==> src/rtl/pipe_stage_pkg.sv <==
// Shared definitions for the pipeline stage registers.
// Holds the occupancy/state encoding used by pipe_stage and the payload widths
// of each pipeline boundary, derived from the core's exec/reg/regAddr buses.
package pipe_stage_pkg;

  // State encoding doubles as the occupancy count.
  typedef enum logic [1:0] {
    ST_EMPTY = 2'd0,
    ST_ONE   = 2'd1,
    ST_TWO   = 2'd2
  } state_e;

  // Existing core bus widths.
  localparam int unsigned EXEC_W     = 32;
  localparam int unsigned REG_W      = 32;
  localparam int unsigned REG_ADDR_W = 5;

  // Per-boundary payload widths (packed control + data fields).
  localparam int unsigned IFID_W  = 2 * EXEC_W;                    // pc + instr
  localparam int unsigned IDEX_W  = 2 * REG_W + EXEC_W + REG_ADDR_W; // rs1, rs2, imm, rd
  localparam int unsigned EXMEM_W = EXEC_W + REG_W + REG_ADDR_W;     // alu result, store data, rd
  localparam int unsigned MEMWB_W = REG_W + REG_ADDR_W;              // writeback data, rd

endpackage

==> src/rtl/pipe_stage.sv <==
// Generic valid/ready pipeline stage register with flush and backpressure.
// SKID=1: two-entry skid buffer, in_ready decoded from registered state only.
// SKID=0: single entry, in_ready combinationally follows out_ready.
// ZERO_BUBBLE=1: data registers are cleared whenever their entry goes invalid,
// so out_data is all-zero exactly when out_valid is low.
//
// Ports:
//   clk        rising-edge clock
//   rst        synchronous active-high reset
//   flush      drop all held entries and any same-cycle input
//   in_valid   upstream offers in_data
//   in_ready   stage can accept this cycle
//   in_data    upstream payload
//   out_valid  out_data holds a valid entry
//   out_ready  downstream consumes this cycle
//   out_data   head-entry payload
//   occupancy  number of held entries (0..2)
module pipe_stage
  import pipe_stage_pkg::*;
#(
  parameter int unsigned WIDTH       = 32,
  parameter int unsigned SKID        = 1,
  parameter int unsigned ZERO_BUBBLE = 1
) (
  input  logic             clk,
  input  logic             rst,
  input  logic             flush,
  input  logic             in_valid,
  output logic             in_ready,
  input  logic [WIDTH-1:0] in_data,
  output logic             out_valid,
  input  logic             out_ready,
  output logic [WIDTH-1:0] out_data,
  output logic [1:0]       occupancy
);

  localparam bit Clear = (ZERO_BUBBLE != 0);

  state_e           r_state;
  state_e           w_state_nxt;
  logic [WIDTH-1:0] r_main;
  logic [WIDTH-1:0] w_main_nxt;
  logic             w_accept;
  logic             w_pop;

  // Flush suppresses both handshakes, so out_ready during flush is not a transfer.
  assign w_accept  = in_valid && in_ready && !flush;
  assign w_pop     = out_valid && out_ready && !flush;

  assign out_valid = (r_state != ST_EMPTY);
  assign out_data  = r_main;
  assign occupancy = r_state;

  always_ff @(posedge clk) begin
    if (rst) begin
      r_state <= ST_EMPTY;
      r_main  <= '0;
    end else begin
      r_state <= w_state_nxt;
      r_main  <= w_main_nxt;
    end
  end

  if (SKID != 0) begin : g_skid
    logic [WIDTH-1:0] r_skid;
    logic [WIDTH-1:0] w_skid_nxt;

    // Registered-state decode only: no path from out_ready.
    assign in_ready = (r_state != ST_TWO) && !rst;

    always_ff @(posedge clk) begin
      if (rst) begin
        r_skid <= '0;
      end else begin
        r_skid <= w_skid_nxt;
      end
    end

    always_comb begin
      w_state_nxt = r_state;
      w_main_nxt  = r_main;
      w_skid_nxt  = r_skid;
      if (flush) begin
        w_state_nxt = ST_EMPTY;
        if (Clear) begin
          w_main_nxt = '0;
          w_skid_nxt = '0;
        end
      end else begin
        unique case (r_state)
          ST_EMPTY: begin
            if (w_accept) begin
              w_state_nxt = ST_ONE;
              w_main_nxt  = in_data;
            end
          end
          ST_ONE: begin
            if (w_accept && w_pop) begin
              w_main_nxt = in_data;
            end else if (w_accept) begin
              w_state_nxt = ST_TWO;
              w_skid_nxt  = in_data;
            end else if (w_pop) begin
              w_state_nxt = ST_EMPTY;
              if (Clear) w_main_nxt = '0;
            end
          end
          ST_TWO: begin
            if (w_pop) begin
              w_state_nxt = ST_ONE;
              w_main_nxt  = r_skid;
              if (Clear) w_skid_nxt = '0;
            end
          end
          default: begin
            w_state_nxt = ST_EMPTY;
          end
        endcase
      end
    end
  end else begin : g_single
    assign in_ready = (!out_valid || out_ready) && !rst;

    always_comb begin
      w_state_nxt = r_state;
      w_main_nxt  = r_main;
      if (flush) begin
        w_state_nxt = ST_EMPTY;
        if (Clear) w_main_nxt = '0;
      end else if (w_accept) begin
        // Covers accept-with-pop too: the held entry is simply replaced.
        w_state_nxt = ST_ONE;
        w_main_nxt  = in_data;
      end else if (w_pop) begin
        w_state_nxt = ST_EMPTY;
        if (Clear) w_main_nxt = '0;
      end else if (r_state == ST_TWO) begin
        w_state_nxt = ST_EMPTY;
      end
    end
  end

endmodule

==> config.mk <==
export PLATFORM = sky130hd
export DESIGN_NAME = pipe_stage
export DESIGN_NICKNAME = d
export VERILOG_FILES = /design/src/rtl/pipe_stage_pkg.sv /design/src/rtl/pipe_stage.sv
export SDC_FILE = /design/constraint.sdc
export NUM_CORES = 1
export LEC_CHECK = 0
export ABC_AREA = 1
export CELL_PAD_IN_SITES_DETAIL_PLACEMENT = 1
export CELL_PAD_IN_SITES_GLOBAL_PLACEMENT = 2
export CORE_ASPECT_RATIO = 1.5
export CORE_MARGIN = 2
export CORE_UTILIZATION = 36
export DETAILED_ROUTE_END_ITERATION = 12
export DONT_BUFFER_PORTS = 1
export PLACE_DENSITY = 0.81
export SKIP_LAST_GASP = 1
export SLEW_MARGIN = 5
export SYNTH_ARGS = -nofsm -noshare
export SYNTH_HDL_FRONTEND = slang
export SYNTH_SLANG_ARGS = --single-unit
==> constraint.sdc <==
create_clock -name clk -period 3.8 [get_ports clk]
set_input_delay 0.76 -clock clk [delete_from_list [all_inputs] [get_ports clk]]
set_output_delay 0.76 -clock clk [all_outputs]
set_load 0.1 [all_outputs]
### After elaboration in Yosys (flattened, before gate mapping)

Index checks and enable logic that the tools add are counted.

| operators by class | value |
|---|---|
| equal/unequal tests | 10 |
| multiplexer cells | 14 |
| reductions and logical operators | 16 |

Operators by type and width:

| cell | count |
|---|---|
| 2-to-1 mux 32 bit | 6 |
| one-hot mux 32 bit (3 select lines) | 1 |
| one-hot mux 32 bit (2 select lines) | 1 |
| 2-to-1 mux 2 bit | 5 |
| inequality test 2 bit (second input constant) | 5 |
| inequality test 3 bit (second input constant) | 3 |
| AND reduction 4 bit | 2 |
| logical AND 1 bit | 6 |
| one-hot mux 2 bit (3 select lines) | 1 |
| AND reduction 5 bit | 1 |
| nonzero test 2 bit | 2 |
| nonzero test 3 bit | 1 |
| == test 2 x 1 -> 1 bit (second input constant) | 1 |
| == test 2 bit (second input constant) | 1 |
| logical NOT 1 bit | 2 |
| logical NOT 2 bit | 1 |
| OR reduction 2 bit | 1 |

| word-level totals | value |
|---|---|
| bits in registers | 66 |

### Logic depth before layout (Yosys ltp)

| logic depth | value |
|---|---|
| word-level depth | 7 |
| gate-level depth with buffers | 12 |

### Worst setup path after synthesis

No wires, ideal clock.

| path | value |
|---|---|
| path kind | reg-to-output |
| start point | register r_state[0] (netlist: occupancy[0]) |
| end point | output port in_ready |
| arrival | 2.975 ns |
| required time | 3.040 ns |
| path slack | 0.065 ns |
| cell stages (with the launch flop) | 5 |
| path through | dfxtp_1 inv_1 ha_1 clkbuf_1 nor2_1 |

| on the way | value |
|---|---|
| word-level cells in the longest chain between the ends | 2 |

RTL lines:

| item | line | source |
|---|---|---|
| start, declared | pipe_stage.sv:39 | `state_e r_state;` |
| start signal, assigned | pipe_stage.sv:59 | `r_state <= w_state_nxt;` |
| inequality test 2 bit | pipe_stage.sv:69 | `assign in_ready = (r_state != ST_TWO) && !rst;` |
| logical AND 1 bit | pipe_stage.sv:69 |  |
| end, declared | pipe_stage.sv:29 | `output logic in_ready,` |

No other way between the ends.

### Worst setup path after layout

| path | value |
|---|---|
| start point | register r_state[0] (netlist: occupancy[0]) |
| end point | register r_main[30] (netlist: out_data[30]) |

RTL lines:

| item | line | source |
|---|---|---|
| nonzero test 2 bit * | pipe_stage.sv:50 | `assign out_valid = (r_state != ST_EMPTY);` |
| net out_valid | pipe_stage.sv:31 | `output logic out_valid,` |
| logical AND 1 bit * (2 in series) | pipe_stage.sv:48 | `assign w_pop = out_valid && out_ready && !flush;` |
| logical AND 1 bit | pipe_stage.sv:98 | `if (w_accept && w_pop) begin` |
| inequality test 3 bit (no source line) / 2-to-1 mux 32 bit (equally long branches) | -- |  |
| AND reduction 5 bit (no source line) / one-hot mux 32 bit (3 select lines) (equally long branches) | -- |  |
| end signal, assigned | pipe_stage.sv:60 | `r_main <= w_main_nxt;` |
| end, declared | pipe_stage.sv:41 | `logic [WIDTH-1:0] r_main;` |

Mark *: on every way through the listed nets, which the timed path passes. The rest lies on a longest branch.
A chain may end at the register's enable or synchronous reset.

==> summary.txt <==
Logic synthesis
  – Syn_nets: 584
  – Gate Count Post-Synth: ~540
  – Seq/Total Area, Yosys: a little under two fifths
  – Mapped Avg Cell Area: approximately 6.4 um^2
  – Count of state elements after synthesis: 66
  – Yosys warns: 0
  – Yosys cell types: 22
  – Area of the mapped netlist: 3460 um^2

Routing
  – Wirelength per Cell: 14.9 um
  – Detail Route Antenna Nets: 0
  – Via density: 4.92
  – Vias: 3195
  – Routed Wire Length: 9.70 mm
  – DRT Pass-1 Iters: 5
  – Initial DRC Count: 109
  – DRC: 0

Floorplan
  – Site row count: 43
  – Core area: 9310 um^2
  – Die area: 10400 um^2
  – Die Y: 124 um
  – Initial Utilization: 37.2%
  – # IOs: 73
  – Die width: 84.0 um

Clock network
  – CTS tree: built
  – Num CTS Buffers: 9
  – Cts repair resizes: 0
  – Clock sinks: 66
  – Clock tree buffer depth: 2
  – Clk pin slew, worst setup/hold paths: 0.06 ns
  – H-tree depth: 3
  – Clk Tree Root Cell: clkbuf_16
  – Post-CTS Setup Bufs: 0
  – CTS Hold Bufs: 0
  – Worst skew pair latency: between 0.3 and 0.4 ns

Timing
  – Post-Route Setup TNS: 0 ns
  – FMAX: about 340 MHz
  – Worst hold margin: 0.514 ns
  – Slew margin rel.: 31.4%
  – Final setup violation count: 0
  – RSZ-0062 raised after global routing: false
  – Hold Vio Cnt, Final: 0
  – Max-slew violations: 0
  – Post-route minimum period: slightly below 3 ns
  – Worst Tran Pin Value: 1.03 ns
  – Worst setup margin: 0.856 ns
  – Clock Skew: 0.00460 ns
  – Period utilization: 77.5%

Final layout
  – Non-Filler Instances: roughly 650
  – Layout cells sized above 1: between 6 and 7%
  – Synth-to-layout area growth: 9.26%
  – # diodes: 0
  – Fillers: around 1200
  – Layout net count: between 500 and 600

Global routing
  – Largest net degree at the start of global routing: 65
  – Initial antenna violation count: 0
  – Congestion Overflow GR: 0
  – Global-route wire length before repair: 15.7 mm
  – Total GRT Usage: a little under a fifth
  – Vias in the first global route: about 3200

Placed design
  – Final GP Congestion: 0.712
  – Post-Place Cells: 633
  – DP Wirelength: 6.14 mm
  – Pre-CTS worst setup slack: 0.814 ns
  – Buffers on Ports: 0

Outcome
  – Outcome: finished clean

Power and ir drop
  – Pwr/cell area: approximately 530 nW/um^2
  – LEAKAGE: 1.73 nW
  – VDD IR max: 295 uV

Critical path
  – CP Class: flip-flop to flip-flop
  – CP Max Fanout: 64
  – Crit path DAT: about 3.2 ns
  – Startpoint class of the critical path: flip-flop
  – Endpoint class of the critical path: flip-flop
  – CP required: 4.03 ns

Run
  – Max-Cap Viols: 0

Worst hold path
  – Hold Crit Class: flip-flop to flip-flop
==> routing by layer <==
metal | vias up | global-route usage [%] | part of all wire, %
met5 | - | 0 | 0
met3 | 10 | 4.31 | 4.5
li1 | 1631 | - | -
met2 | 54 | 35.0 | 51
met1 | 1500 | 20.9 | 43
met4 | 0 | 9.17 | 1.6
==> cell type report <==
class	count	area [um^2]	area share [%]
Multi-Input combinational cell	391	1740	46.0
Clock inverter	2	35.0	0.927
Clock buffer	14	264	6.98
Sequential cell	66	1320	35.0
Tap cell	112	140	3.71
Timing Repair Buffer	11	82.6	2.18
Inverter	53	199	5.26
==> critical path, cell delays in order (launching register included) <==
cell and delay [ns]:
dfxtp_1 0.30, buf_4 0.31, inv_1 0.13, ha_1 0.24, inv_2 0.38, nand3_2 0.20
nand2_1 0.12, nand2_1 0.12, nor2_8 0.67, nand2_1 0.10, nor2_1 0.18, nor2_1 0.05
==> cells by family (layout without fill, tap and decap cells) <==
group	count (synthesis)	after routing	share of synthesized area [%]
adder cells (fa/ha/maj)	5	5	1.81
buffers and inverters	85	80	11.6
AND/OR/NAND/NOR	320	320	37.0
AO/OA/AOI/OAI	66	66	11.3
flip-flops	66	66	38.2
==> sequential cells by signal (all words and copies together), names as in the netlist <==
name and count:
g_skid.r_skid 32, occupancy 2, out_data 32
==> through the flow <==
stage          instance area (um^2)  total power, mW  util, %
6_report                       3780             1.99     40.6
2_1_floorplan                  3460             1.13        -
5_1_grt                        3780             2.09     40.6
4_1_cts                        3780             2.02     40.6
3_3_place_gp                   3480             1.16     37.4
3_5_place_dp                   3480             1.17     37.4
==> cell usage in the layout (no fill, tap or decap), drive strengths merged, types with 5 or more instances in the layout <==
master / netlist / final
a21boi: 23 / 23
nor2: 128 / 128
ha: 5 / 5
dfxtp: 66 / 66
a21oi: 10 / 10
buf: 19 / 11
nand2: 167 / 167
nand3: 25 / 25
clkbuf: 13 / 14
o21ai: 33 / 33
inv: 53 / 53
==> final timing paths <==
path | cells after the start | from | slack [ns] | to
worst max-delay path | 11 | occupancy[0]$_SDFFE_PP0P_ | 0.86 | out_data[30]$_SDFFE_PP0P_
worst min-delay path | 4 | g_skid.r_skid[25]$_SDFFE_PP0P_ | 0.51 | g_skid.r_skid[25]$_SDFFE_PP0P_
worst max register to register | 11 | occupancy[0]$_SDFFE_PP0P_ | 0.86 | out_data[30]$_SDFFE_PP0P_
worst min register to register | 4 | g_skid.r_skid[25]$_SDFFE_PP0P_ | 0.51 | g_skid.r_skid[25]$_SDFFE_PP0P_
==> power breakdown <==
part / switching, mW / internal [mW] / total, mW / leakage [nW]
Sequential: 0.159 / 0.722 / 0.881 / 0.534
Combinational: 0.189 / 0.0803 / 0.269 / 1.05
Clock: 0.300 / 0.543 / 0.844 / 0.147
==> Yosys cell counts <==
| cell type | number | area share [%] |
|---|---|---|
| nand2_1 | 165 | 18 |
| o21ai_2 | 1 | 0.25 |
| nor2_2 | 1 | 0.18 |
| clkbuf_1 | 13 | 1.4 |
| a21oi_1 | 10 | 1.4 |
| nor2_1 | 124 | 13 |
| a21boi_0 | 8 | 1.7 |
| inv_1 | 50 | 5.4 |
| nor2_8 | 1 | 0.58 |
| nor2_4 | 2 | 0.65 |
| nand3_2 | 2 | 0.58 |
| buf_1 | 2 | 0.22 |
| buf_6 | 10 | 3.3 |
| buf_2 | 7 | 1.0 |
| a21boi_1 | 15 | 3.3 |
| o21ai_1 | 14 | 2.0 |
| o21ai_0 | 18 | 2.6 |
| dfxtp_1 | 66 | 38 |
| inv_2 | 3 | 0.33 |
| ha_1 | 5 | 1.8 |
| nand3_1 | 23 | 3.3 |
| nand2_2 | 2 | 0.36 |
No activity file was read; power rests on OpenSTA's default activity.
